==> src/rtl/vga_pkg.sv <==
// vga_pkg: default 640x480@60 timing, colour bar table and counter sizing helper
package vga_pkg;
  localparam int VGA_RES_X = 640;
  localparam int VGA_H_FP = 16;
  localparam int VGA_H_PULSE = 96;
  localparam int VGA_H_BP = 48;
  localparam int VGA_RES_Y = 480;
  localparam int VGA_V_FP = 10;
  localparam int VGA_V_PULSE = 2;
  localparam int VGA_V_BP = 33;
  localparam int VGA_BARS = 8;
  // 3-bit {r,g,b} flags, entry 0 (white) in the low bits, entry 7 (black) on top
  localparam logic [3*VGA_BARS-1:0] BAR_TABLE = {
    3'b000, 3'b001, 3'b100, 3'b101, 3'b010, 3'b011, 3'b110, 3'b111
  };

  function automatic logic [2:0] bar_flags(input logic [2:0] idx);
    return BAR_TABLE[3*int'(idx) +: 3];
  endfunction

  function automatic int clog2(input int v);
    int r;
    r = 0;
    for (int i = 0; i < 31; i++) if ((1 << i) < v) r = i + 1;
    return r;
  endfunction
endpackage

==> src/rtl/vga_test_bars.sv <==
// vga_test_bars: eight vertical colour bars, registered, stepped by a width counter
module vga_test_bars import vga_pkg::*; #(
  parameter int C_resolution_x = VGA_RES_X,
  parameter int C_bits_x = 12,
  parameter int C_bits_color = 8
) (
  input  logic                    clk_pixel,
  input  logic                    reset,
  input  logic [C_bits_x-1:0]     x,
  input  logic                    act,
  output logic [C_bits_color-1:0] r,
  output logic [C_bits_color-1:0] g,
  output logic [C_bits_color-1:0] b
);
  localparam int W = C_resolution_x / VGA_BARS;
  localparam int CW = clog2(W) < 1 ? 1 : clog2(W);
  localparam logic [C_bits_x-1:0] X_LAST = C_bits_x'(C_resolution_x - 1);
  localparam logic [CW-1:0] CNT_LAST = CW'(W - 1);
  logic [CW-1:0] cnt;
  logic [3:0] idx;
  logic [2:0] f;
  assign f = idx[3] ? 3'b000 : bar_flags(idx[2:0]);
  // cnt/idx describe the current pixel; idx saturates at 8 so remainder pixels stay black
  always_ff @(posedge clk_pixel)
    if (reset || !act || x == X_LAST) begin
      cnt <= '0;
      idx <= '0;
    end else if (cnt == CNT_LAST) begin
      cnt <= '0;
      idx <= idx + 4'(!idx[3]);
    end else
      cnt <= cnt + CW'(1);
  // one-cycle registered colour for the current pixel, black outside the active area
  always_ff @(posedge clk_pixel)
    if (reset) begin
      r <= '0;
      g <= '0;
      b <= '0;
    end else begin
      r <= act ? {C_bits_color{f[2]}} : '0;
      g <= act ? {C_bits_color{f[1]}} : '0;
      b <= act ? {C_bits_color{f[0]}} : '0;
    end
endmodule

==> src/rtl/vga_scan.sv <==
// vga_scan: parametrised VGA timing generator with FIFO fetch, pixel doubling and frame irq
module vga_scan import vga_pkg::*; #(
  parameter int C_resolution_x = VGA_RES_X,
  parameter int C_hsync_front_porch = VGA_H_FP,
  parameter int C_hsync_pulse = VGA_H_PULSE,
  parameter int C_hsync_back_porch = VGA_H_BP,
  parameter int C_resolution_y = VGA_RES_Y,
  parameter int C_vsync_front_porch = VGA_V_FP,
  parameter int C_vsync_pulse = VGA_V_PULSE,
  parameter int C_vsync_back_porch = VGA_V_BP,
  parameter int C_hsync_polarity = 1,
  parameter int C_vsync_polarity = 1,
  parameter int C_bits_color = 8,
  parameter int C_dbl_x = 0,
  parameter int C_dbl_y = 0,
  parameter int C_bits_x = 12,
  parameter int C_bits_y = 11,
  parameter int C_bits_frame = 16
) (
  input  logic                    clk_pixel,
  input  logic                    reset,
  input  logic                    test_picture,
  output logic                    fetch_next,
  output logic                    line_repeat,
  output logic [C_bits_x-1:0]     beam_x,
  output logic [C_bits_y-1:0]     beam_y,
  output logic [C_bits_frame-1:0] frame_count,
  input  logic [C_bits_color-1:0] red_byte,
  input  logic [C_bits_color-1:0] green_byte,
  input  logic [C_bits_color-1:0] blue_byte,
  output logic [C_bits_color-1:0] vga_r,
  output logic [C_bits_color-1:0] vga_g,
  output logic [C_bits_color-1:0] vga_b,
  output logic                    vga_hsync,
  output logic                    vga_vsync,
  output logic                    vga_vblank,
  output logic                    vga_blank,
  output logic                    vblank_irq
);
  localparam int FRAME_X = C_resolution_x + C_hsync_front_porch + C_hsync_pulse + C_hsync_back_porch;
  localparam int FRAME_Y = C_resolution_y + C_vsync_front_porch + C_vsync_pulse + C_vsync_back_porch;
  localparam logic [C_bits_x-1:0] X_LAST = C_bits_x'(FRAME_X - 1);
  localparam logic [C_bits_x-1:0] X_RES = C_bits_x'(C_resolution_x);
  localparam logic [C_bits_x-1:0] HS_ON = C_bits_x'(C_resolution_x + C_hsync_front_porch);
  localparam logic [C_bits_x-1:0] HS_OFF = C_bits_x'(C_resolution_x + C_hsync_front_porch + C_hsync_pulse);
  localparam logic [C_bits_y-1:0] Y_LAST = C_bits_y'(FRAME_Y - 1);
  localparam logic [C_bits_y-1:0] Y_RES = C_bits_y'(C_resolution_y);
  localparam logic [C_bits_y-1:0] VS_ON = C_bits_y'(C_resolution_y + C_vsync_front_porch);
  localparam logic [C_bits_y-1:0] VS_OFF = C_bits_y'(C_resolution_y + C_vsync_front_porch + C_vsync_pulse);
  localparam logic HS_ACT = 1'(C_hsync_polarity);
  localparam logic VS_ACT = 1'(C_vsync_polarity);
  logic [C_bits_x-1:0] x;
  logic [C_bits_y-1:0] y;
  logic act, hs, vs_line, vb_start, test_q;
  logic [C_bits_color-1:0] pix_r, pix_g, pix_b, bar_r, bar_g, bar_b;
  assign act = x < X_RES && y < Y_RES;
  assign fetch_next = act && (C_dbl_x == 0 || !x[0]);
  assign line_repeat = C_dbl_y != 0 && x == HS_ON && y < Y_RES && !y[0];
  assign hs = x >= HS_ON && x < HS_OFF;
  assign vs_line = y >= VS_ON && y < VS_OFF;
  assign vb_start = x == '0 && y == Y_RES;
  assign beam_x = x;
  assign beam_y = y;
  assign vga_r = test_q ? bar_r : pix_r;
  assign vga_g = test_q ? bar_g : pix_g;
  assign vga_b = test_q ? bar_b : pix_b;
  // beam counters; Y advances on X wrap, both wrap together at the frame corner
  always_ff @(posedge clk_pixel)
    if (reset) begin
      x <= '0;
      y <= '0;
    end else begin
      x <= x == X_LAST ? '0 : x + C_bits_x'(1);
      if (x == X_LAST) y <= y == Y_LAST ? '0 : y + C_bits_y'(1);
    end
  // registered video and timing outputs, all one cycle behind the counters
  always_ff @(posedge clk_pixel)
    if (reset) begin
      vga_hsync <= ~HS_ACT;
      vga_vsync <= ~VS_ACT;
      vga_vblank <= 1'b0;
      vga_blank <= 1'b1;
      vblank_irq <= 1'b0;
      frame_count <= '0;
      test_q <= 1'b0;
      pix_r <= '0;
      pix_g <= '0;
      pix_b <= '0;
    end else begin
      vga_hsync <= hs ? HS_ACT : ~HS_ACT;
      if (x == HS_ON) vga_vsync <= vs_line ? VS_ACT : ~VS_ACT;
      vga_vblank <= y >= Y_RES;
      vga_blank <= !act;
      vblank_irq <= vb_start;
      frame_count <= frame_count + C_bits_frame'(vb_start);
      test_q <= test_picture;
      pix_r <= act ? (fetch_next ? red_byte : pix_r) : '0;
      pix_g <= act ? (fetch_next ? green_byte : pix_g) : '0;
      pix_b <= act ? (fetch_next ? blue_byte : pix_b) : '0;
    end

  vga_test_bars #(
    .C_resolution_x(C_resolution_x),
    .C_bits_x(C_bits_x),
    .C_bits_color(C_bits_color)
  ) u_bars (
    .clk_pixel(clk_pixel),
    .reset(reset),
    .x(x),
    .act(act),
    .r(bar_r),
    .g(bar_g),
    .b(bar_b)
  );
endmodule

==> config.mk <==
export PLATFORM = sky130hd
export DESIGN_NAME = vga_scan
export DESIGN_NICKNAME = d
export VERILOG_FILES = /design/src/rtl/vga_pkg.sv /design/src/rtl/vga_test_bars.sv /design/src/rtl/vga_scan.sv
export SDC_FILE = /design/constraint.sdc
export NUM_CORES = 1
export LEC_CHECK = 0
export CORE_MARGIN = 1
export CORE_UTILIZATION = 25
export DETAILED_ROUTE_END_ITERATION = 10
export PLACE_DENSITY = 0.6
export SYNTH_ARGS = -nofsm -noshare
export SYNTH_HDL_FRONTEND = slang
export SYNTH_SLANG_ARGS = --single-unit
==> constraint.sdc <==
create_clock -name clk_pixel -period 3 [get_ports clk_pixel]
set_input_delay 0.75 -clock clk_pixel [delete_from_list [all_inputs] [get_ports clk_pixel]]
set_output_delay 0.75 -clock clk_pixel [all_outputs]
set_load 0.02 [all_outputs]
==> flow_metrics.env, run 1 <==
export IMPL_status="finished, final reports clean"
export IMPL_cts_tree="built"
export IMPL_port_buffers=95
export IMPL_cpPeakStageDelay_ps=680
export IMPL_drt_iter0_drc=200
export IMPL_core_um2=13900
export IMPL_r2r_start="beam_y[5]"
export IMPL_clk_pin_slew_worst_paths_ps=70
export IMPL_cp_start_kind="flop"
export IMPL_ys_ff_latch=83
export IMPL_grt_util_all_layers_pct=12.7
export IMPL_antenna_found_initial=0
export IMPL_gr_total_overflow=0
export IMPL_seq_area_frac_synth_pct=46.7
export IMPL_vias=3169
export IMPL_cts_buffers=9
export IMPL_peakVddDrop_v=0.000248
export IMPL_avgViaCountPerCell=4.55
export IMPL_fin_setup_tns_ps=0
export IMPL_drv_cap=0
export IMPL_worstMarginPinSlew_ps=607
export IMPL_floorplan_initialDensity_pct=25.7
export IMPL_hp_class="reg -> reg"
export IMPL_fin_crit_sh_pct=94.1
export IMPL_arrival_ps=3090
export IMPL_final_hold_viol_count=0
export IMPL_clk_latency_ps=340
export IMPL_min_path_cells=1
export IMPL_synth_flop_cell="dfxtp_1"
export IMPL_power_density_nw_per_um2=504
export IMPL_critPathTopFamily="simple AND/OR/NAND/NOR gates"
export IMPL_regToRegEndpoint="frame_count[12]"
export IMPL_hold_path_endpoint="u_bars.cnt[0]"
export IMPL_boundaryPins=97
export IMPL_cts_max_level=3
export IMPL_final_common_cell="clkdlybuf4s50_1"
export IMPL_synthesis_nets=450
export IMPL_die_h_um=121
export IMPL_grt_pass1_vias=2944
export IMPL_dpl_cell_count=681
export IMPL_yosys_warnings=0
export IMPL_ant_nets=0
export IMPL_crit_buf_inv=0
export IMPL_fin_worst_skew_ps=10.1
export IMPL_fmax_mhz=354
export IMPL_regArea_um2=1660
export IMPL_dieArea_um2=14700
export IMPL_routed_wl_um=9010
export IMPL_mostFrequentLayoutCells="clkdlybuf4s50_1 (95), dfxtp_1 (81), nor2_1 (36), inv_1 (33), o21ai_0 (32)"
export IMPL_setup_violations=0
export IMPL_final_cells=697
export IMPL_grt_max_degree=27
export IMPL_synth_cells=413
export IMPL_hpwl_um=6580
export IMPL_synth_edf_count=0
export IMPL_route_detailed_drc=0
export IMPL_end_kind="flop"
export IMPL_multiInputGateArea_um2=1680
export IMPL_drv_slew=0
export IMPL_fillers=1376
export IMPL_slowest_stage="or4b_2"
export IMPL_drt_first_pass_iters=4
export IMPL_rows=43
export IMPL_worstSetupPathType="reg -> reg"
export IMPL_cp_required_ps=3270
export IMPL_die_w_um=121
export IMPL_final_nets=549
export IMPL_path_max_fanout=8
export IMPL_syn_area_um2=3560
export IMPL_cts_path_max_buffers=2
export IMPL_wl_per_cell_um=12.9
export IMPL_power_leakage_nw=1.90
export IMPL_postSynth_asyncResetShare_pct=0
export IMPL_syn_to_final_growth_pct=42.6
export IMPL_antenna_cells=0
export IMPL_synth_distinct_cells=39
export IMPL_drive_gt1_share_pct=7.93
export IMPL_grt_pass1_wl_um=14600
export IMPL_period_minus_slack_ps=2820
export IMPL_synth_avg_cell_area_um2=8.62
export IMPL_grt_setup_unrepaired="false"
export IMPL_slew_headroom_pct=59.3
export IMPL_crit_chain="nand4_1 -> or4b_2 -> nor3_1 -> ha_1 -> ha_1 -> nand2_1 -> nor2_2 -> or4b_2 -> a21oi_1"
export IMPL_r2r_cells=9
export IMPL_min_delay_start="u_bars.cnt[0]"
export IMPL_root_buffer="clkbuf_16"
export IMPL_r2r_setup_slack_ps=180
export IMPL_routabilityCongestion=0.783
export IMPL_numClockSinks=83
## state kept, by name (all words and copies together), names as in the netlist, 4 cells and up
signal and cells:
pix_r 8, beam_x 12, u_bars.idx 4, pix_g 8, pix_b 8, u_bars.cnt 7
frame_count 16, beam_y 11
## cells in the mapped netlist, types with 4 or more instances
cell type / count / share of area [%]
or4b_2: 4 / 1.1
nor4_1: 6 / 1.1
a21oi_1: 19 / 2.7
xor2_1: 9 / 2.2
clkbuf_1: 17 / 1.8
nand2_1: 23 / 2.4
nor2b_1: 5 / 0.88
nor3_1: 10 / 1.4
nor2_1: 37 / 3.9
nor3b_1: 5 / 1.1
and3_1: 31 / 5.4
ha_1: 10 / 3.5
nand4_1: 14 / 2.5
o21ai_0: 32 / 4.5
o31ai_1: 5 / 1.1
nand3_1: 19 / 2.7
inv_1: 33 / 3.5
dfxtp_1: 83 / 47
or4_1: 5 / 1.1
xnor2_1: 16 / 3.9
or3_1: 6 / 1.1
## worst reg2reg max path, stage by stage, from the launching register on
cell	delay [ps]
dfxtp_2	380
nand4_1	130
or4b_2	680
nor3_1	210
ha_1	200
ha_1	170
nand2_1	110
nor2_2	140
or4b_2	590
a21oi_1	150
## metrics by stage
step	hold WS [ps]	power [W]	setup WS, ps	area, µm²	util (%)
after floorplan	418	0.00128	1.95	3560	-
after global placement	431	0.00139	175	4740	34.2
after detailed placement	447	0.00139	155	4740	34.2
after CTS	456	0.00260	129	5070	36.5
after global routing	487	0.00267	13.3	5080	36.6
final	455	0.00256	178	5080	36.6
## how the worst max path moves through the flow
stage	slack [ps]	from	to	cells past startpoint
global placement	180	beam_y[5]	frame_count[12]	9
finish	180	beam_y[5]	frame_count[12]	9
detailed placement	150	beam_y[5]	frame_count[12]	9
floorplan	2	beam_y[6]	frame_count[12]	9
global route	10	beam_y[5]	frame_count[15]	8
CTS	130	test_q	vga_r[4]	4
## layout make-up
cell class | count | share of cell area (%)
Sequential cell | 83 | 32.8
Timing Repair Buffer | 109 | 20.8
Tap cell | 180 | 4.44
Clock buffer | 10 | 4.71
Inverter | 33 | 2.44
Multi-Input combinational cell | 276 | 33.1
Clock inverter | 6 | 1.75
## routing by layer
layer  share of wire [%]  vias up  track usage, %
li1                    -     1621               -
met1                  47     1469            16.4
met2                  47       71            19.8
met3                 5.1        8            3.24
met4                 1.3        0            5.32
met5                   0        -               0
## where the power goes
part | internal (W) | switching, W | leakage, nW
Clock | 0.000752 | 0.000448 | 0.155
Combinational | 0.000110 | 0.000103 | 1.07
Sequential | 0.00113 | 0.0000175 | 0.679
## logic make-up (layout without fill, tap and decap cells)
kind of cell,after synthesis,in the layout,share of synthesized area (%)
simple gates,174,174,26.7
flops,83,83,46.7
compound gates,64,64,10.0
buf+inv,54,158,6.25
xor+xnor,25,25,6.15
fa+ha+maj,10,10,3.51
mux,2,2,0.562
other cells,1,1,0.105
## repair_timing
action,CTS,global route
resized for setup,0,2
buffers inserted,0,0
endpoints found under the setup margin,0,10
hold buffers,0,0
Power figures use the tool's default switching activity.
==> run 2: changes to the inputs <==
--- a/config.mk
+++ b/config.mk
@@ -9,6 +9,7 @@
 export CORE_UTILIZATION = 25
 export DETAILED_ROUTE_END_ITERATION = 10
 export PLACE_DENSITY = 0.6
+export SLEW_MARGIN = 20
 export SYNTH_ARGS = -nofsm -noshare
 export SYNTH_HDL_FRONTEND = slang
 export SYNTH_SLANG_ARGS = --single-unit
==> results of run 2 <==
Final layout, timing and power as in run 1 (identical DEF).
